[src/rtl/reg_arbiter.sv]
// Four-requester round-robin arbiter guarding a shared W-bit register.
// Define REG_ARBITER_LOCK_EN to add the LOCK port for back-to-back locked writes.
module reg_arbiter #(
    parameter int W = 8
) (
    input  logic           CK,
    input  logic           RST,
    input  logic [3:0]     REQ,
    input  logic [4*W-1:0] WD,
`ifdef REG_ARBITER_LOCK_EN
    input  logic           LOCK,
`endif
    output logic [3:0]     GNT,
    output logic           ACK,
    output logic [W-1:0]   Q,
    output logic [1:0]     OWN,
    output logic           BUSY
);

    localparam logic [1:0] IDLE  = 2'd0;
    localparam logic [1:0] GRANT = 2'd1;
    localparam logic [1:0] WRITE = 2'd2;

    logic [1:0]   state_q, state_d;
    logic [3:0]   gnt_q,   gnt_d;
    logic         ack_q,   ack_d;
    logic [W-1:0] q_q,     q_d;
    logic [1:0]   own_q,   own_d;
    logic [1:0]   ptr_q,   ptr_d;
    logic [1:0]   gidx_q,  gidx_d;

    logic [1:0]   win;
    logic [1:0]   cand;
    logic         found;
    logic         hold;

    // Search starts just past the last winner, so the last winner ranks lowest.
    always_comb begin
        win   = ptr_q;
        cand  = ptr_q;
        found = 1'b0;
        for (int k = 1; k <= 4; k++) begin
            cand = ptr_q + 2'(k);
            if (!found && REQ[cand]) begin
                win   = cand;
                found = 1'b1;
            end
        end
    end

`ifdef REG_ARBITER_LOCK_EN
    assign hold = LOCK && REQ[gidx_q];
`else
    assign hold = 1'b0;
`endif

    always_comb begin
        state_d = state_q;
        gnt_d   = gnt_q;
        ack_d   = ack_q;
        q_d     = q_q;
        own_d   = own_q;
        ptr_d   = ptr_q;
        gidx_d  = gidx_q;
        case (state_q)
            IDLE: begin
                ack_d = 1'b0;
                if (REQ != 4'b0000) begin
                    gidx_d  = win;
                    gnt_d   = 4'b0001 << win;
                    state_d = GRANT;
                end
            end
            GRANT: begin
                if (REQ[gidx_q]) begin
                    q_d     = WD[gidx_q*W +: W];
                    own_d   = gidx_q;
                    ptr_d   = gidx_q;
                    ack_d   = 1'b1;
                    state_d = WRITE;
                end else begin
                    gnt_d   = 4'b0000;
                    state_d = IDLE;
                end
            end
            WRITE: begin
                ack_d = 1'b0;
                if (hold) begin
                    state_d = GRANT;
                end else begin
                    gnt_d   = 4'b0000;
                    state_d = IDLE;
                end
            end
            default: begin
                gnt_d   = 4'b0000;
                ack_d   = 1'b0;
                state_d = IDLE;
            end
        endcase
    end

    always_ff @(posedge CK or posedge RST) begin
        if (RST) begin
            state_q <= IDLE;
            gnt_q   <= 4'b0000;
            ack_q   <= 1'b0;
            q_q     <= '0;
            own_q   <= 2'd0;
            ptr_q   <= 2'd3;
            gidx_q  <= 2'd0;
        end else begin
            state_q <= state_d;
            gnt_q   <= gnt_d;
            ack_q   <= ack_d;
            q_q     <= q_d;
            own_q   <= own_d;
            ptr_q   <= ptr_d;
            gidx_q  <= gidx_d;
        end
    end

    assign GNT  = gnt_q;
    assign ACK  = ack_q;
    assign Q    = q_q;
    assign OWN  = own_q;
    assign BUSY = (state_q != IDLE);

endmodule

[config.mk]
export PLATFORM = sky130hd
export DESIGN_NAME = reg_arbiter
export DESIGN_NICKNAME = d
export VERILOG_FILES = /design/src/rtl/reg_arbiter.sv
export SDC_FILE = /design/constraint.sdc
export NUM_CORES = 1
export LEC_CHECK = 0
export CORE_AREA = 2 2 54 56
export CTS_CLUSTER_DIAMETER = 100
export CTS_CLUSTER_SIZE = 24
export DETAILED_ROUTE_END_ITERATION = 8
export DIE_AREA = 0 0 56 58
export DONT_BUFFER_PORTS = 1
export GPL_ROUTABILITY_DRIVEN = 0
export GPL_TIMING_DRIVEN = 0
export SLEW_MARGIN = 0
export SYNTH_ARGS = -nofsm -noshare
export SYNTH_HDL_FRONTEND = slang
export SYNTH_SLANG_ARGS = --single-unit
[constraint.sdc]
create_clock -name CK -period 1.8 [get_ports CK]
set_input_delay 0.18 -clock CK [delete_from_list [all_inputs] [get_ports CK]]
set_output_delay 0.18 -clock CK [all_outputs]
set_load 0.03 [all_outputs]
Yosys cells after proc, flatten, opt, wreduce, memory -nomap -nowiden --
Cells that the tools add are included. Widths: inputs -> output; s select.
Operators by class: add/sub/neg operators 3, magnitude comparators 5, equal/unequal tests 4, shift operators 2, muxes and demuxes 25, reductions and logical operators 12
Operators by type and width (count):
- $shiftx 32x6->8 | 1
- $lt 2x3->1 const B | 5
- $mux 2 | 6
- $bmux 1 s2 | 5
- $mux 1 | 10
- $mux 4 | 2
- $pmux 4 s2 | 1
- $ne 2x2->1 const B | 3
- $reduce_and 2->1 | 3
- $add 2x2->2 const B | 2
- $pmux 2 s2 | 1
- $reduce_bool 4->1 | 1
- $shl 1x2->4 const A | 1
- $logic_and 1x1->1 | 3
- $logic_not 1->1 | 3
- $add 2x1->2 const B | 1
- $eq 2x1->1 const B | 1
- $logic_not 2->1 | 1
- $reduce_bool 2->1 | 1
Storage, ports and cells: register bits after elaboration 21, bits of input ports 38, output and inout bits 16, logic and storage cells 58

Longest topological paths before layout --
Gate-level depths: netlist of run 1.
depth after elaboration 16, depth in mapped cells 5

Worst setup path after synthesis of run 1 --
Ideal clock, no wire load.
path type flip-flop to flip-flop, start reg gidx_q[0], end reg own_q[0], in the netlist OWN[0], library setup time 0.125 ns, arrival 1.489 ns, setup slack 0.186 ns, cell stages (with the launch flop) 5, path through dfrtp_1 -> mux4_2 -> nand2_4 -> buf_12 -> mux2_4
On the way: longest elaborated chain between the ends 3
Ends and longest elaborated chain:
- from (decl) | RTL line 30 | logic [1:0] gidx_q, gidx_d;
- from (signal assigned) | RTL line 119 | gidx_q <= gidx_d;
- $bmux 1 s2 | RTL line 75 | if (REQ[gidx_q]) begin
- $mux 1 (implied by the code) | RTL line 75
- $reduce_and 2->1 (no line)
- to (signal assigned) | RTL line 117 | own_q <= own_d;
- to (decl) | RTL line 28 | logic [1:0] own_q, own_d;
Parallel ways exist; a longest one is shown, timed or not. The select of a mux whose other input is x is not followed. A chain may end at the register's enable or synchronous reset.

Worst setup path after layout of run 1 --
start reg ptr_q[1], end reg gnt_q[0], in the netlist GNT[0]
On the way: longest elaborated chain between the ends 16, elaborated cells between the ends (all ways) 27, those cells by class add/sub (3); shift (1); mux (17); reduce/logical (6)
Ends and longest elaborated chain:
- from (decl) | RTL line 29 | logic [1:0] ptr_q, ptr_d;
- from (signal assigned) | RTL line 118 | ptr_q <= ptr_d;
- $add 2x1->2 | RTL line 43 | cand = ptr_q + 2'(k);
- $bmux 1 s2 | RTL line 44 | if (!found && REQ[cand]) begin
- $mux 1 (implied by the code) | RTL line 44
- $mux 1 | RTL line 44
- $logic_not 1->1 | RTL line 44
- $logic_and 1x1->1 | RTL line 44
- $mux 1 | RTL line 44
- $logic_not 1->1 | RTL line 44
- $logic_and 1x1->1 | RTL line 44
- $mux 1 | RTL line 44
- $logic_not 1->1 | RTL line 44
- $logic_and 1x1->1 | RTL line 44
- $mux 2 (*) | RTL line 44
- $shl 1x2->4 (*) | RTL line 70 | gnt_d = 4'b0001 << win;
- $mux 4 (*) | RTL line 68 | if (REQ != 4'b0000) begin
- $pmux 4 s2 (*) | RTL line 65 | case (state_q)
- to (signal assigned) | RTL line 114 | gnt_q <= gnt_d;
- to (decl) | RTL line 25 | logic [3:0] gnt_q, gnt_d;
Every way passes the cells marked *; elsewhere a longest branch is shown, timed or not. The select of a mux whose other input is x is not followed.

==> qor_table.md, run 1 <==
| Quantity | This run |
|---|---|
| Run status | finished, final reports clean |
| Number of cells traversed by the worst hold path | 2 |
| Data required time at the worst endpoint | 2050 ps |
| Final critical-path share of the clock period | 94.5% |
| Peak supply drop | 944 µV |
| Count of buffer and inverter cells on the critical path | 1 |
| Drt via density | 5.95 |
| Count of boundary I/O pins | 54 |
| Crit Reg-Reg Startpoint | ptr_q[1] |
| Detailed-routing iteration count for the pre-antenna-repair pass | 4 |
| Estimated wirelength of the detail-placed design | 1550 µm |
| Largest stage delay, worst path | 530 ps |
| Flops & latches, synth | 21 |
| Total setup buffers inserted after CTS | 0 |
| CP cell instances | clkbuf_2 > mux2i_1 > nor2_1 > a311oi_4 > a32o_1 |
| Clock network power share | 8.8% |
| Number of H-tree branching levels | 1 |
| Unique masters post-synth | 29 |
| Placement-stage worst setup slack | -102 ps |
| Width of the die | 56 µm |
| Area inside the core boundary | 2660 µm² |
| Number of global-route vias before repair | 761 |
| Minimum setup slack in the final design | 98.1 ps |
| Die Y-Extent | 58 µm |
| Dominant synthesized flop cell | sky130_fd_sc_hd__dfrtp_1 |
| Internal portion of total power | 1.44 mW |
| Drt total wl | 2110 µm |
| Fraction of final layout cells with drive strength greater than 1 | 35.2% |
| Mean instance size in the synthesized netlist | 13.9 µm² |
| Shortest period the worst path allows | 1700 ps |
| Layout net count | 127 |
| Clock-pin slew on the worst setup and hold paths | 120 ps |
| Top cell type by total area after synthesis | sky130_fd_sc_hd__dfrtp_1 |
| Leading cell types by count after synthesis | sky130_fd_sc_hd__dfrtp_1, sky130_fd_sc_hd__mux4_2, sky130_fd_sc_hd__mux2_4 |
| Root buf cell | sky130_fd_sc_hd__clkbuf_4 |
| Cell leakage power | 0.560 nW |
| Category of cells accounting for the largest share of critical-path delay | compound AO/OA/AOI/OAI gates |
| Destination of the worst register-to-register timing path | GNT[0] |
| Length in cells of the worst reg-to-reg path | 5 |
| First-pass GRT wire length | 3440 µm |
| Die footprint | 3250 µm² |
| Min-Delay Startpoint | REQ[1] |
| Number of warning messages in the yosys log | 0 |
| Relative contribution of combinational cells to total power | 44.7% |
| Count of unresolved DRC violations after routing | 0 |
| Final max-slew violation count | 0 |
| Total number of vias | 708 |
| Antenna violation net count after detailed routing | 0 |
| IO Port Bufs | 0 |
| Cell area power density | 2080 nW/µm² |
| Largest fanout of any net on the critical path | 8 |
| Number of buffers on the longest clock path | 2 |
| Max Clock Skew | 3.14 ps |
| Site row count | 19 |
| Headroom to the max-slew limit | 46.5% |
| CP Capture Type | flop |
| Count of fill cells added during filler insertion | 247 |
| Drt first-iter violations | 18 |
| Clock latency reported for the late side of the worst-skew pair | 300 ps |
| Largest cells by area after synthesis | sky130_fd_sc_hd__dfrtp_1, sky130_fd_sc_hd__mux4_2, sky130_fd_sc_hd__mux2_4 |
| Clock tree from TritonCTS | yes |
| Worst Path Arrival | 1950 ps |
| Relative contribution of sequential cells to total power | 46.5% |
| Most repeated cell in the gate-level netlist after synthesis | sky130_fd_sc_hd__dfrtp_1 |
| Area growth, synth to finish | 8.49% |
| Sequential-to-total area share from yosys stat | 45.9% |
| Maximum number of pins on one net before global-route repair | 22 |
| Antenna diode count | 0 |
| Class of the most critical setup path | reg -> reg |
| Proportion of synthesized flip-flops having asynchronous set or reset | 100% |
| Number of flops mapped to enable cells by yosys | 0 |
| Initial Util | 43.2% |
| DR WL/cell | 17.7 µm |
| Achievable frequency | 588 MHz |
| Net load switching power | 1.15 mW |
| Number of clock buffers inserted by TritonCTS | 3 |
| Reg2reg setup slack | 100 ps |
| Least-Margin Pin Slew | 802 ps |
| Top-area cell type share of the netlist area | 41.3% |
| Total global-route track usage | 14.0% |
| Post-Syn Area | 1150 µm² |
| Grt ovf | 0 |
| Total nets after synthesis | 121 |
| Switching part of the total | 44.5% |
| Antenna violations before repair | 0 |
| CP Launch Type | flop |
| Endpoint, Worst Hold | GNT[1] |
| Gate count of the mapped netlist | 83 |
| Number of setup violations in the final report | 0 |
| CTS sink cnt | 21 |
| Final hold violations | 0 |
| Total design power | 2.59 mW |
| Hold Path Class | in -> reg |
| Worst-path cell with the longest stage delay | sky130_fd_sc_hd__dfstp_2 |
| Max-capacitance violation count | 0 |
| Unrepaired setup endpoints after global routing | no |
==> worst register-to-register path, cell delays in order, from the launching register on <==
cell and delay (ps):
sky130_fd_sc_hd__dfstp_2 530, sky130_fd_sc_hd__clkbuf_2 200, sky130_fd_sc_hd__mux2i_1 210, sky130_fd_sc_hd__nor2_1 80, sky130_fd_sc_hd__a311oi_4 400, sky130_fd_sc_hd__a32o_1 230
==> layout by cell type (no fill, tap or decap), types with 2 or more instances in the layout <==
cell type,synthesis,final
sky130_fd_sc_hd__o2bb2ai_1,2,2
sky130_fd_sc_hd__nand2b_1,2,2
sky130_fd_sc_hd__a21o_1,2,2
sky130_fd_sc_hd__mux4_2,8,8
sky130_fd_sc_hd__nor2_1,5,5
sky130_fd_sc_hd__mux2_4,6,6
sky130_fd_sc_hd__nor2b_1,2,2
sky130_fd_sc_hd__mux2_2,4,4
sky130_fd_sc_hd__dfstp_2,2,2
sky130_fd_sc_hd__inv_1,4,4
sky130_fd_sc_hd__a32o_1,2,2
sky130_fd_sc_hd__nand2_1,5,5
sky130_fd_sc_hd__dfrtp_1,19,18
sky130_fd_sc_hd__mux2i_1,2,2
sky130_fd_sc_hd__a21oi_1,3,3
sky130_fd_sc_hd__nand2_4,2,2
sky130_fd_sc_hd__clkbuf_4,0,4
==> logic make-up (layout without fill, tap and decap cells) <==
family | after synthesis | in the layout | share of synthesized area, %
AOI/OAI and AO/OA | 14 | 14 | 9.14
buffers and inverters | 8 | 13 | 4.24
DFF | 21 | 21 | 45.9
muxes | 21 | 21 | 31.4
and+or+nand+nor | 19 | 19 | 9.25
==> repair_timing <==
action | in CTS | in global routing
resized for setup | 1 | 3
endpoints found under the hold margin | 19 | 0
setup endpoints to repair | 5 | 8
hold buffers | 1 | 0
==> metrics by stage <==
stage                     instance area [µm²]  hold slack (ps)  std cells  TNS (ps)  utilization (%)
after floorplan                          1150              155         83         0                -
after global placement                   1190              261        114      -130             44.6
after detailed placement                 1190              281        114      -292             44.6
after CTS                                1230              160        119         0             46.3
after global routing                     1250              133        119         0             46.9
final                                    1250              147        119         0             46.9
==> how the worst max path moves through the flow <==
stage / start / to / depth (start not counted)
6_report: ptr_q[1] / GNT[0] / 5
3_5_place_dp: ptr_q[1] / GNT[2] / 5
3_3_place_gp: ptr_q[1] / GNT[0] / 5
5_1_grt: ptr_q[1] / GNT[0] / 5
4_1_cts: gidx_q[0] / Q[3] / 3
2_1_floorplan: gidx_q[0] / OWN[0] / 4
==> power groups by stage <==
stage | sequential, mW | clock, mW | combinational (mW)
3_3_place_gp | 1.21 | 0 | 1.11
2_1_floorplan | 1.17 | 0 | 0.985
6_report | 1.20 | 0.228 | 1.16
4_1_cts | 1.21 | 0.241 | 1.15
3_5_place_dp | 1.22 | 0 | 1.13
5_1_grt | 1.24 | 0.262 | 1.27
==> layer usage <==
| layer | wire length [µm] | vias up | GRT usage, % |
|---|---|---|---|
| li1 | - | 322 | - |
| met1 | 826 | 347 | 15.7 |
| met2 | 1040 | 34 | 24.2 |
| met3 | 215 | 5 | 5.13 |
| met4 | 34 | 0 | 6.12 |
| met5 | 0 | - | 0 |
==> layout make-up <==
| class | instances | area (µm²) | area share [%] |
|---|---|---|---|
| buffer | 4 | 36.3 | 2.91 |
| clock buffer | 3 | 22.5 | 1.81 |
| clock inverter | 1 | 5.00 | 0.401 |
| inverter | 4 | 15.0 | 1.20 |
| multi-input combinational | 54 | 591 | 47.3 |
| sequential | 21 | 529 | 42.4 |
| tap | 31 | 38.8 | 3.11 |
| timing repair buffer | 1 | 10.0 | 0.802 |
==> state kept, by name, indices dropped and copies added (netlist names) <==
name     count
gidx_q       2
Q            8
ptr_q        2
GNT          4
OWN          2
state_q      2
ACK          1
(Power assumes the default switching activity.)
==> run 2: changes to the inputs <==
TNS_END_PERCENT = 1   (was default)
==> results of run 2 <==
Same layout as run 1: the final DEF is identical, and so are final timing and power.
==> run 3: changes to the inputs <==
ABC_CLOCK_PERIOD_IN_PS = 1500   (was default)
GPL_ROUTABILITY_DRIVEN = default   (was 0)
clock period = 1.5 ns   (was 1.8 ns; I/O delays follow)
==> run 3 against run 2 <==
The run now ends with setup timing left; clock power increased by 20%; total power increased by 24%; combinational power up 30%; via count grew 2.4%; largest cell class unchanged.
==> qor_table.md, run 3 (synthesis results as in run 1) <==
| Quantity | This run | vs previous |
|---|---|---|
| Critical path capture point | Q[3] | was GNT[0] |
| CP Capture Type | flop | unchanged |
| Most congested layer reported by global routing | met2 | unchanged |
| Area inside the core boundary | 2660 µm² | unchanged |
| Violations in the final reports | setup timing |  |
| Met3 Usage GRT | 5.13% | unchanged |
| Final hold violations | 0 | unchanged |
| Drt first-iter violations | 14 | was 18 |
| Layout net count | 132 | was 127 |
| Number of buffers on the longest clock path | 2 | unchanged |
| Length in cells of the worst reg-to-reg path | 4 | was 5 |
| Count of buffer and inverter cells on the critical path | 1 | unchanged |
| Cell area power density | 2500 nW/µm² | was 2080 nW/µm² |
| Minimum setup slack in the final design | -114 ps | was 98.1 ps |
| Site row count | 19 | unchanged |
| Least-Margin Pin Slew | 797 ps | was 802 ps |
| Worst Path Arrival | 1810 ps | was 1950 ps |
| Count of fill cells added during filler insertion | 243 | was 247 |
| Unrepaired setup endpoints after global routing | yes | was no |
| Drt via density | 5.85 | was 5.95 |
| Die Y-Extent | 58 µm | unchanged |
| Class of the most critical setup path | reg -> reg | unchanged |
| Routability cong. | 0.760 |  |
| First-pass GRT wire length | 3510 µm | was 3440 µm |
| Commonest cells after routing, fill and taps aside | sky130_fd_sc_hd__dfrtp_1, sky130_fd_sc_hd__mux4_2, sky130_fd_sc_hd__buf_4, sky130_fd_sc_hd__mux2_4, sky130_fd_sc_hd__nand2_1 | was sky130_fd_sc_hd__dfrtp_1, sky130_fd_sc_hd__mux4_2, sky130_fd_sc_hd__mux2_4, sky130_fd_sc_hd__nor2_1, sky130_fd_sc_hd__nand2_1 |
| Fraction of final layout cells with drive strength greater than 1 | 41.9% | was 35.2% |
| Placement-stage worst setup slack | -402 ps | was -102 ps |
| Maximum number of pins on one net before global-route repair | 22 | unchanged |
| Initial Util | 43.2% | unchanged |
| Worst-path cell with the longest stage delay | sky130_fd_sc_hd__mux4_2 | was sky130_fd_sc_hd__dfstp_2 |
| Number of stages on the worst setup path | 4 | was 5 |
| Drt total wl | 2150 µm | was 2110 µm |
| Max Clock Skew | 4.38 ps | was 3.14 ps |
| Most common cell after layout, fill and taps aside | sky130_fd_sc_hd__dfrtp_1 | unchanged |
| Clock latency reported for the late side of the worst-skew pair | 300 ps | about the same |
| Grt ovf | 0 | unchanged |
| CTS sink cnt | 21 | unchanged |
| Number of setup violations in the final report | 12 | was 0 |
| # placed instances | 114 | unchanged |
| Shortest period the worst path allows | 1610 ps | was 1700 ps |
| Die footprint | 3250 µm² | unchanged |
| Crit Reg-Reg Startpoint | gidx_q[0] | was ptr_q[1] |
| IO Port Bufs | 0 | unchanged |
| Total number of vias | 725 | was 708 |
| Category of cells accounting for the largest share of critical-path delay | multiplexers | was compound AO/OA/AOI/OAI gates |
| Data required time at the worst endpoint | 1700 ps | was 2050 ps |
| Count of placed standard cells in the final layout, fillers left out | 124 | was 119 |
| Destination of the worst register-to-register timing path | Q[3] | was GNT[0] |
| Antenna violations before repair | 0 | unchanged |
| Global routing usage on met1 | 16.4% | was 15.7% |
| Final critical-path share of the clock period | 108% | was 94.5% |
| Count of unresolved DRC violations after routing | 0 | unchanged |
| Number of global-route vias before repair | 767 | was 761 |
| Number of clock buffers inserted by TritonCTS | 3 | unchanged |
| Peak supply drop | 1170 µV | was 944 µV |
| CP Launch Type | flop | unchanged |
| DR WL/cell | 17.3 µm | was 17.7 µm |
| Count of boundary I/O pins | 54 | unchanged |
| Run status | finished with violations | was finished, final reports clean |
| Fraction of met2 tracks used by global routing | 24.2% | unchanged |
| Root buf cell | sky130_fd_sc_hd__clkbuf_4 | unchanged |
| Estimated wirelength of the detail-placed design | 1550 µm | unchanged |
| Cell leakage power | 0.587 nW | was 0.560 nW |
| Number of cells traversed by the worst hold path | 3 | was 2 |
| Clock-pin slew on the worst setup and hold paths | 120 ps | about the same |
| Total global-route track usage | 14.3% | was 14.0% |
| Headroom to the max-slew limit | 46.8% | was 46.5% |
| Largest fanout of any net on the critical path | 9 | was 8 |
| Number of H-tree branching levels | 1 | unchanged |
| CP cell instances | mux4_2 > nand2_4 > buf_12 > mux2_4 | was clkbuf_2 > mux2i_1 > nor2_1 > a311oi_4 > a32o_1 |
| Largest stage delay, worst path | 550 ps | was 530 ps |
| Clock tree from TritonCTS | yes | unchanged |
| Max-capacitance violation count | 0 | unchanged |
| Detailed-routing iteration count for the pre-antenna-repair pass | 4 | unchanged |
| Area growth, synth to finish | 12.1% | was 8.49% |
| Width of the die | 56 µm | unchanged |
| Largest register FFs | 8 | unchanged |
| Reg2reg setup slack | -110 ps | was 100 ps |
| Worst setup path startpoint | gidx_q[0] | was ptr_q[1] |
| Antenna violation net count after detailed routing | 0 | unchanged |
| Final max-slew violation count | 0 | unchanged |
| Antenna diode count | 0 | unchanged |
| Achievable frequency | 620 MHz | was 588 MHz |
| Hold Path Class | in -> reg | unchanged |
==> run 3: worst min path at each step <==
| stage | from | end |
|---|---|---|
| 6_report | REQ[0] | gidx_q[1] |
| 3_5_place_dp | RST | Q[3] |
| 3_3_place_gp | RST | Q[3] |
| 2_1_floorplan | RST | ACK |
| 4_1_cts | REQ[0] | gidx_q[1] |
| 5_1_grt | REQ[2] | ptr_q[1] |
==> run 3: timing repair <==
action | CTS | global route
endpoints found under the setup margin | 15 | 15
gates resized for setup | 5 | 5
endpoints found under the hold margin | 19 | 0
hold buffers | 1 | 0
pin swaps | 1 | 0
buffers inserted | 4 | 1
==> run 3: final cells by class <==
class                           instances  area (µm²)  share of cell area [%]
Buffer                                  4        43.8                    3.40
Clock buffer                            3        22.5                    1.75
Clock inverter                          1        5.00                   0.388
Inverter                                4        15.0                    1.17
Multi-Input combinational cell         54         587                    45.5
Sequential cell                        21         529                    41.1
Tap cell                               31        38.8                    3.01
Timing Repair Buffer                    6        47.5                    3.69
==> run 3: through the flow <==
step           power (mW)  setup TNS, ps  instance area [µm²]  hold slack [ps]  utilization, %
6_report             3.22          -1110                 1290              156            48.4
3_3_place_gp         2.79          -3480                 1190              231            44.6
3_5_place_dp         2.81          -3730                 1190              251            44.6
4_1_cts              3.22          -1070                 1270              140            47.7
5_1_grt              3.44          -1830                 1290              174            48.4
2_1_floorplan        2.59          -1200                 1150              125               -
==> run 3: report_power, final <==
| part | total (mW) | switching [mW] | internal, mW |
|---|---|---|---|
| logic | 1.51 | 0.654 | 0.856 |
| clock network | 0.274 | 0.174 | 0.0994 |
| registers | 1.44 | 0.575 | 0.866 |
==> run 3: layer usage <==
metal	vias to the layer above	part of all wire, %
met1	360	39
met5	-	0
met2	33	50
met4	0	0.74
li1	330	-
met3	2	10
==> run 3: worst min-delay path, cell delays in order <==
cell	delay (ps)
sky130_fd_sc_hd__nor4_1	50
sky130_fd_sc_hd__o21ai_0	170
sky130_fd_sc_hd__nand2_1	60
